$ cat src/rtl/hazard_control_unit_pkg.sv
`default_nettype none
// ============================================================================
// hazard_control_unit_pkg : shared FSM state, shadow-slot type and constants
// Revision: 1.0
// ============================================================================
package hazard_control_unit_pkg;

   typedef enum logic [1:0] {
      RUN      = 2'd0,
      MEM_WAIT = 2'd1,
      TIMEOUT  = 2'd2
   } state_t;

   typedef struct packed {
      logic       valid;
      logic [4:0] rd;
      logic       reg_write;
      logic       mem_read;
   } slot_t;

   localparam logic [4:0] REG_ZERO = 5'd0;

endpackage
`default_nettype wire

$ cat src/rtl/hazard_control_unit_sat_counter.sv
`default_nettype none
// ============================================================================
// sat_counter : W-bit up counter that sticks at all-ones
// Revision: 1.0
// ============================================================================
module sat_counter #(
   parameter int W = 32
) (
   input  logic         clk_i,
   input  logic         rst_n_i,
   input  logic         inc,
   output logic [W-1:0] count
);

   logic [W-1:0] r_count;

   always_ff @(posedge clk_i or negedge rst_n_i) begin
      if (!rst_n_i) begin
         r_count <= '0;
      end else if (inc && (r_count != {W{1'b1}})) begin
         r_count <= r_count + W'(1);
      end
   end

   assign count = r_count;

endmodule
`default_nettype wire

$ cat src/rtl/hazard_control_unit.sv
`default_nettype none
// ============================================================================
// hazard_control_unit : load-use / memory-wait / branch-flush pipeline control
// Revision: 1.0
// ============================================================================
module hazard_control_unit
   import hazard_control_unit_pkg::*;
#(
   parameter int CNT_W       = 32,
   parameter int MEM_TIMEOUT = 1024
) (
   input  logic             clk_i,
   input  logic             rst_n_i,
   input  logic             id_valid_i,
   input  logic [4:0]       id_rs1_i,
   input  logic [4:0]       id_rs2_i,
   input  logic             id_rs1_used_i,
   input  logic             id_rs2_used_i,
   input  logic [4:0]       id_rd_i,
   input  logic             id_reg_write_i,
   input  logic             id_mem_read_i,
   input  logic             ex_branch_taken_i,
   input  logic             mem_busy_i,
   output logic             pc_write_en_o,
   output logic             if_id_write_en_o,
   output logic             if_id_flush_o,
   output logic             id_ex_bubble_o,
   output logic             ex_mem_write_en_o,
   output logic             mem_wb_bubble_o,
   output logic             mem_timeout_o,
   output logic [1:0]       state_o,
   output logic [CNT_W-1:0] stall_cycles_o,
   output logic [CNT_W-1:0] flush_count_o
);

   localparam int                WAIT_W      = $clog2(MEM_TIMEOUT + 1);
   localparam logic [WAIT_W-1:0] c_WAIT_LAST = WAIT_W'(MEM_TIMEOUT - 1);

   slot_t             r_ex;
   slot_t             r_mem_slot;
   state_t            r_state;
   state_t            w_state_nxt;
   logic [WAIT_W-1:0] r_wait_cnt;
   logic [WAIT_W-1:0] w_wait_cnt_nxt;
   logic              w_load_use;
   logic              w_unused_mem;

   assign w_load_use = id_valid_i && r_ex.valid && r_ex.mem_read && (r_ex.rd != REG_ZERO) &&
                       ((id_rs1_used_i && (id_rs1_i == r_ex.rd)) ||
                        (id_rs2_used_i && (id_rs2_i == r_ex.rd)));

   // MEM slot is tracked for completeness; loads there are covered by MEM/WB bypass.
   assign w_unused_mem = ^r_mem_slot;

   always_comb begin
      pc_write_en_o     = 1'b1;
      if_id_write_en_o  = 1'b1;
      if_id_flush_o     = 1'b0;
      id_ex_bubble_o    = 1'b0;
      ex_mem_write_en_o = 1'b1;
      mem_wb_bubble_o   = 1'b0;
      if (mem_busy_i) begin
         pc_write_en_o     = 1'b0;
         if_id_write_en_o  = 1'b0;
         ex_mem_write_en_o = 1'b0;
         mem_wb_bubble_o   = 1'b1;
      end else if (ex_branch_taken_i) begin
         if_id_flush_o  = 1'b1;
         id_ex_bubble_o = 1'b1;
      end else if (w_load_use) begin
         pc_write_en_o    = 1'b0;
         if_id_write_en_o = 1'b0;
         id_ex_bubble_o   = 1'b1;
      end
   end

   always_ff @(posedge clk_i or negedge rst_n_i) begin
      if (!rst_n_i) begin
         r_ex       <= '0;
         r_mem_slot <= '0;
      end else if (!mem_busy_i) begin
         r_mem_slot <= r_ex;
         if (id_valid_i && !id_ex_bubble_o && !ex_branch_taken_i) begin
            r_ex <= '{valid: 1'b1, rd: id_rd_i, reg_write: id_reg_write_i,
                      mem_read: id_mem_read_i};
         end else begin
            r_ex <= '0;
         end
      end
   end

   always_ff @(posedge clk_i or negedge rst_n_i) begin
      if (!rst_n_i) begin
         r_state    <= RUN;
         r_wait_cnt <= '0;
      end else begin
         r_state    <= w_state_nxt;
         r_wait_cnt <= w_wait_cnt_nxt;
      end
   end

   always_comb begin
      w_state_nxt    = r_state;
      w_wait_cnt_nxt = r_wait_cnt;
      case (r_state)
         RUN: begin
            if (mem_busy_i) begin
               w_state_nxt    = MEM_WAIT;
               w_wait_cnt_nxt = WAIT_W'(1);
            end
         end
         MEM_WAIT: begin
            if (!mem_busy_i) begin
               w_state_nxt = RUN;
            end else if (r_wait_cnt == c_WAIT_LAST) begin
               w_state_nxt = TIMEOUT;
            end else begin
               w_wait_cnt_nxt = r_wait_cnt + WAIT_W'(1);
            end
         end
         TIMEOUT: w_state_nxt = TIMEOUT;
         default: w_state_nxt = RUN;
      endcase
   end

   assign state_o       = r_state;
   assign mem_timeout_o = (r_state == TIMEOUT);

   sat_counter #(.W(CNT_W)) u_stall_cnt (
      .clk_i   (clk_i),
      .rst_n_i (rst_n_i),
      .inc     (~pc_write_en_o),
      .count   (stall_cycles_o)
   );

   sat_counter #(.W(CNT_W)) u_flush_cnt (
      .clk_i   (clk_i),
      .rst_n_i (rst_n_i),
      .inc     (if_id_flush_o),
      .count   (flush_count_o)
   );

endmodule
`default_nettype wire
$ cat config.mk
export PLATFORM = sky130hd
export DESIGN_NAME = hazard_control_unit
export DESIGN_NICKNAME = d
export VERILOG_FILES = /design/src/rtl/hazard_control_unit_pkg.sv /design/src/rtl/hazard_control_unit_sat_counter.sv /design/src/rtl/hazard_control_unit.sv
export SDC_FILE = /design/constraint.sdc
export NUM_CORES = 1
export LEC_CHECK = 0
export BUFFER_PORTS_ARGS = -buffer_cell sky130_fd_sc_hd__buf_2
export CAP_MARGIN = 20
export CORE_ASPECT_RATIO = 0.8
export CORE_MARGIN = 2
export CORE_UTILIZATION = 58
export CTS_CLUSTER_DIAMETER = 80
export DETAILED_ROUTE_END_ITERATION = 8
export PLACE_DENSITY = 0.85
export SYNTH_ARGS = -nofsm -noshare
export SYNTH_HDL_FRONTEND = slang
export SYNTH_SLANG_ARGS = --single-unit
$ cat constraint.sdc
create_clock -name clk_i -period 5.8 [get_ports clk_i]
set_input_delay 1.16 -clock clk_i [delete_from_list [all_inputs] [get_ports clk_i]]
set_output_delay 1.16 -clock clk_i [all_outputs]
set_load 0.005 [all_outputs]
==> run_results.csv, run 1 <==
group,metric,value,unit
timing,layout_setup_ws,2.310,ns
pwr,leakage,2.420,nW
timing,fin_setup_tns,0,ns
yosys,ys_types,56,
floorplanning,core_area,6959,um2
critical_path,worst_r2r_endpoint,"u_stall_cnt.count[10]",
clocking,clock_sinks,84,
critical_path,crit_path_end_kind,"output port",
critical_path,crit_path_start_kind,"input pin",
yosys,seq_area_frac_synth,49.91,%
global_routing,grt.busiest_layer,"met2",
timing,rsz0062_at_grt,"false",
critical_path,r2r_slack,3.23,ns
yosys,syn_inst,391,
worst_hold_path,hp-class,"flop to flop",
clocking,root_buffer,"clkbuf_8",
critical_path,crit_fanout,33,
status,status,"completed",
clocking,clk-insertion-delay-late,0.35,ns
final_layout,final_cell_mix,"94 x buf_2, 84 x dfrtp_1, 39 x nand2_1",
placed_design,dp_slack,2.317,ns
clocking,cts_hold_buf,0,
floorplanning,rows,27,
timing,relSlewSlack,56.46,%
floorplanning,initial_core_util,60.52,%
critical_path,cp_cell_sequence,"buf_2, xnor2_1, nand4_1, o22ai_1, a31oi_2, buf_4, buf_2",
pwr,switching_power,0.0004387,W
critical_path,r2r_start,"u_stall_cnt.count[0]",
clocking,clk_pin_slew_worst_paths,0.09,ns
detailed_routing,first_iter_violations,249,
detailed_routing,viasPerCell,5.763,
timing,fmax,286.6,MHz
critical_path,reg2reg_depth,8,
timing,setup_viol,0,
detailed_routing,routed-via-count,3337,
placed_design,post-dp-hpwl,6.540,mm
global_routing,grt_pass1_vias,3167,
yosys,syn_area,4212,um2
critical_path,critPathArrivalTime,2.33,ns
yosys,netlist.area_leader.share,49.91,%
clocking,cts_resized,0,
floorplanning,die_area,7963,um2
yosys,synth.area.top_cells,"dfrtp_1 50%, xor2_1 7.7%, xnor2_1 7.5%",
pwr,seqPwrFrac,51.4,%
detailed_routing,wl_per_cell,16.12,um
pwr,switching_share,29.75,%
global_routing,grt_start_max_net_pins,85,
floorplanning,ios,97,
final_layout,final_common_cell,"buf_2",
yosys,synth_edf_count,0,
critical_path,slowest_stage,"buf_4",
worst_hold_path,hold_path.startpoint,"u_flush_cnt.count[28]",
global_routing,grtUsageMet3,6.614,%
global_routing,grt_pass1_wl,15.26,mm
worst_hold_path,hold_end,"u_flush_cnt.count[28]",
final_layout,fin_cells,579,
global_routing,gr-usage-met1,33.43,%
global_routing,track_usage,24.25,%
pwr,p_per_area,294.7,nW/um2
yosys,synth_seq_cells,84,
critical_path,path_class,"input pin to output port",
clocking,cts-htree-levels,3,
yosys,postSynthAreaPerCell,10.77,um2
timing,fin_worst_skew,0.01195,ns
yosys,synth_fp_nets,418,
worst_hold_path,whs_path_depth,1,
timing,finalCriticalPeriod,3.490,ns
yosys,synth-warning-count,0,
clocking,clockBufferDepth,2,
pwr,power_frac_clock,31.8,%
critical_path,cpPeakStageDelay,0.35,ns
pwr,p_comb_share,16.9,%
global_routing,antenna_found_initial,0,
global_routing,grtUsageMet2,37.23,%
detailed_routing,route.detailed.drc,0,
final_layout,drive_gt1_share,28.66,%
critical_path,required,4.64,ns
timing,worst_pin_slew,0.6502,ns
final_layout,antenna-diode-count,0,
yosys,ys.flop_type,"dfrtp_1",
placed_design,routabilityCongestion,0.8721,
critical_path,cp_common_cell,"buf_2",
yosys,async_flop_share,100.0,%
clocking,post_cts_buffers,0,
detailed_routing,ant_nets,0,
clocking,tritoncts,"built",
pwr,power.internal,0.001036,W
global_routing,grt_overflow_total,0,
placed_design,dp_cells,562,
detailed_routing,routed_wl,9.335,mm
timing,slew_violations,0,
floorplanning,die_h,80.22,um
yosys,yosys.area.top_type,"dfrtp_1",
clocking,cts_buffers,9,
timing,hold_viol,0,
timing,period_share,60.17,%
detailed_routing,first_pass_iters,4,
placed_design,portBuffers,95,
final_layout,final_nets,514,
flow_run,drv_cap,0,
floorplanning,die_x,99.27,um
pwr,irDropWorstVdd,0.2342,mV
final_layout,area_growth_syn_to_layout,18.84,%
## power by group through the flow
| stage | logic, W | clock network (W) | registers [W] |
|---|---|---|---|
| after floorplan | 0.000125 | 0 | 0.000753 |
| after global placement | 0.000231 | 0 | 0.000757 |
| after detailed placement | 0.000248 | 0 | 0.000764 |
| after CTS | 0.000249 | 0.000480 | 0.000754 |
| after global routing | 0.000275 | 0.000508 | 0.000771 |
| final | 0.000249 | 0.000469 | 0.000757 |
## critical path: cells and delay by family
family,cells,cell delay [ns]
XOR/XNOR,1,0.13
AO/OA/AOI/OAI,2,0.29
buffers and inverters,3,0.65
AND/OR/NAND/NOR,1,0.10
## kinds of logic after synthesis
family                     after synthesis  share of synthesized area, %
adders and majority gates                3                        0.8914
AOI/OAI and AO/OA                       26                         4.962
DFF                                     84                         49.91
buffers and inverters                   19                         2.287
and+or+nand+nor                        183                         26.03
muxes                                    3                        0.7427
xor gates and xnor gates                73                         15.18
## flip-flops by register name, summed over array words and instances (netlist names)
signal,cells
state_o,2
u_stall_cnt.count,32
u_flush_cnt.count,32
r_ex,7
r_wait_cnt,11
## how the worst max path moves through the flow
stage	to	slack [ns]	start
after floorplan	pc_write_en_o	2.50	id_rs1_i[4]
after global placement	if_id_write_en_o	2.33	id_rs1_i[4]
after detailed placement	if_id_write_en_o	2.32	id_rs2_i[3]
after CTS	if_id_write_en_o	2.31	id_rs2_i[3]
after global routing	if_id_write_en_o	2.24	id_rs1_i[1]
final	if_id_write_en_o	2.31	id_rs2_i[3]
## metrics by stage
stage	util, %	instance area, um2	hold slack, ns	power, W
finish	71.92	5005	0.4948	0.001475
global route	71.92	5005	0.5276	0.001553
CTS	71.52	4977	0.5005	0.001483
detailed placement	68.27	4751	0.4819	0.001012
global placement	68.27	4751	0.4671	0.0009877
floorplan	-	4212	0.4533	0.0008776
## cell usage after synthesis, drive strengths merged, types with 2 or more instances
master	count
a22o	10
or4	2
dfrtp	84
ha	3
nor3b	2
xnor2	36
nand2b	3
inv	5
nand4	17
xor2	37
mux2i	2
buf	9
clkbuf	4
nor4	7
nor4b	4
o21ai	2
a21o	3
and2	3
and3	15
nor3	27
nand2	40
a21oi	3
nand3	32
and4	6
nor2	20
## final cells by class
| type | count | area [um2] |
|---|---|---|
| Sequential cell | 84 | 2102 |
| Multi-Input combinational cell | 288 | 2024 |
| Fill cell | 497 | 1954 |
| Timing Repair Buffer | 98 | 520.5 |
| Clock buffer | 11 | 141.4 |
| Tap cell | 87 | 108.9 |
| Clock inverter | 5 | 85.08 |
| Inverter | 6 | 22.52 |
## layer usage
metal | share of wire, % | wire length [um]
met3 | 6.9 | 647
met5 | 0 | 0
met1 | 44 | 4111
met2 | 48 | 4453
met4 | 1.3 | 123
(Power assumes the default switching activity.)
==> inputs of run 2 (changes only) <==
--- a/config.mk
+++ b/config.mk
@@ -9,10 +9,10 @@
 export CAP_MARGIN = 20
 export CORE_ASPECT_RATIO = 0.8
 export CORE_MARGIN = 2
-export CORE_UTILIZATION = 58
+export CORE_UTILIZATION = 54
 export CTS_CLUSTER_DIAMETER = 80
 export DETAILED_ROUTE_END_ITERATION = 8
-export PLACE_DENSITY = 0.85
+export PLACE_DENSITY = 0.8
 export SYNTH_ARGS = -nofsm -noshare
 export SYNTH_HDL_FRONTEND = slang
 export SYNTH_SLANG_ARGS = --single-unit
==> constraint.sdc (replaced) <==
create_clock -name clk_i -period 3.6 [get_ports clk_i]
set_input_delay 0.72 -clock clk_i [delete_from_list [all_inputs] [get_ports clk_i]]
set_output_delay 0.72 -clock clk_i [all_outputs]
set_load 0.005 [all_outputs]
==> run 2 against run 1 <==
Net effect: register-to-register slack got worse by 2.2 ns; core utilization fell by 4.9 points; via count fell by 0.27%; die area rose by 7.1%; global-route usage fell by 2.1 points; power rose by 55%; combinational power rose by 56%; highest routed layer unchanged.
==> run_results.csv, run 2 (synthesis gave the netlist of run 1 again) <==
group,metric,value,unit
status,status,"completed",
pwr,switching_power,0.0006780,W
critical_path,crit_path_end_kind,"output port",
flow_run,drv_cap,0,
global_routing,grt_overflow_total,0,
critical_path,path_class,"input pin to output port",
detailed_routing,routed_wl,9.214,mm
clocking,tritoncts,"built",
detailed_routing,routed-via-count,3328,
timing,finalCriticalPeriod,2.615,ns
pwr,seqPwrFrac,53.1,%
critical_path,r2r_start,"u_stall_cnt.count[0]",
pwr,irDropWorstVdd,0.2196,mV
detailed_routing,wl_per_cell,15.38,um
global_routing,track_usage,22.18,%
timing,setup_viol,0,
timing,slew_violations,0,
final_layout,final_cell_mix,"94 x buf_2, 84 x dfrtp_1, 39 x nand2_1",
clocking,clock_sinks,84,
global_routing,grt_pass1_vias,3225,
pwr,leakage,2.408,nW
floorplanning,initial_core_util,56.44,%
global_routing,antenna_found_initial,0,
detailed_routing,first_pass_iters,4,
timing,period_share,72.63,%
pwr,power.internal,0.001612,W
pwr,power.total,0.002290,W
detailed_routing,first_iter_violations,132,
placed_design,post-dp-hpwl,6.736,mm
critical_path,reg2reg_depth,8,
placed_design,routabilityCongestion,0.8244,
global_routing,grt_pass1_wl,15.12,mm
final_layout,final_common_cell,"buf_2",
timing,hold_viol,0,
final_layout,n_fill_cell,611,
clocking,cts_buffers,9,
global_routing,grt_start_max_net_pins,63,
critical_path,critPathArrivalTime,1.89,ns
critical_path,crit_fanout,18,
timing,worst_pin_slew,0.7733,ns
placed_design,dpl_cell_area,4796,um2
timing,fin_worst_skew,0.01479,ns
clocking,post_cts_buffers,0,
floorplanning,core_area,7462,um2
final_layout,final_core_util,67.00,%
clocking,cts_hold_buf,0,
detailed_routing,viasPerCell,5.556,
final_layout,final_nets,516,
pwr,p_comb_share,17.0,%
clocking,cts-htree-levels,3,
critical_path,required,2.88,ns
timing,rsz0062_at_grt,"false",
clocking,clk-insertion-delay-late,0.36,ns
detailed_routing,ant_nets,0,
floorplanning,rows,28,
detailed_routing,wl_met2,4.134,mm
pwr,p_per_area,458.0,nW/um2
detailed_routing,highest_layer,"met4",
pwr,power_frac_clock,29.9,%
floorplanning,ios,97,
clocking,cts_resized,0,
detailed_routing,wl_met1,4.319,mm
final_layout,antenna-diode-count,0,
floorplanning,die_h,82.99,um
timing,fmax,382.5,MHz
critical_path,crit_path_start_kind,"input pin",
detailed_routing,route.detailed.drc,0,
floorplanning,die_area,8526,um2
final_layout,area_growth_syn_to_layout,18.72,%
floorplanning,die_x,102.7,um
worst_hold_path,hp-class,"input pin to asynchronous set/reset pin",
timing,relSlewSlack,48.45,%
detailed_routing,dr_wl_met3,581,um
pwr,switching_share,29.61,%
final_layout,fin_area,5000,um2
clocking,clk_pin_slew_worst_paths,0.09,ns
critical_path,r2r_slack,1.01,ns
final_layout,drive_gt1_share,28.74,%
clocking,clockBufferDepth,2,
clocking,root_buffer,"clkbuf_8",
placed_design,portBuffers,95,
timing,fin_setup_tns,0,ns
critical_path,worst_r2r_endpoint,"u_stall_cnt.count[1]",
==> run 2: worst max-delay path, stage by stage <==
cell	delay, ns
buf_2	0.10
xnor2_1	0.16
nand4_1	0.12
o22ai_1	0.27
a31oi_2	0.15
buf_4	0.23
buf_2	0.15
==> run 2: power groups by stage <==
stage / sequential (W) / clock (W) / combinational [W]
5_1_grt: 0.00124 / 0.000736 / 0.000437
3_5_place_dp: 0.00123 / 0 / 0.000394
6_report: 0.00122 / 0.000685 / 0.000389
3_3_place_gp: 0.00122 / 0 / 0.000376
4_1_cts: 0.00121 / 0.000702 / 0.000396
2_1_floorplan: 0.00121 / 0 / 0.000201
==> run 2: worst max-delay path by stage <==
stage | slack (ns) | start | to | depth (start not counted)
after detailed placement | 0.89 | mem_busy_i | u_flush_cnt.count[23] | 9
after global routing | 0.77 | u_stall_cnt.count[0] | u_stall_cnt.count[1] | 8
after CTS | 0.97 | r_ex[6] | pc_write_en_o | 6
after floorplan | 1.18 | id_rs1_i[4] | pc_write_en_o | 6
after global placement | 0.93 | mem_busy_i | u_flush_cnt.count[31] | 9
final | 0.99 | id_rs1_i[4] | pc_write_en_o | 7
==> run 2: metrics by stage <==
step	setup WS [ns]	std cells	hold slack (ns)
6_report	0.9854	599	0.4297
5_1_grt	0.7681	599	0.4935
4_1_cts	0.9677	599	0.4582
3_5_place_dp	0.8908	583	0.4744
3_3_place_gp	0.9269	583	0.4634
2_1_floorplan	1.184	391	0.4244
==> run 2: final cells by class <==
type                       instances  area [um2]  area share (%)
clock inverter                     3       45.04          0.9009
timing repair buffer             100       515.5           10.31
multi-input combinational        288        2024           40.49
tap                              105       131.4           2.628
sequential                        84        2102           42.04
clock buffer                      13       158.9           3.178
inverter                           6       22.52          0.4505
==> run 2: metal layers <==
| metal | up-vias | GRT usage (%) |
|---|---|---|
| li1 | 1567 | - |
| met1 | 1639 | 30.49 |
| met2 | 102 | 33.81 |
| met3 | 20 | 6.229 |
| met4 | 0 | 7.775 |
| met5 | - | 0 |
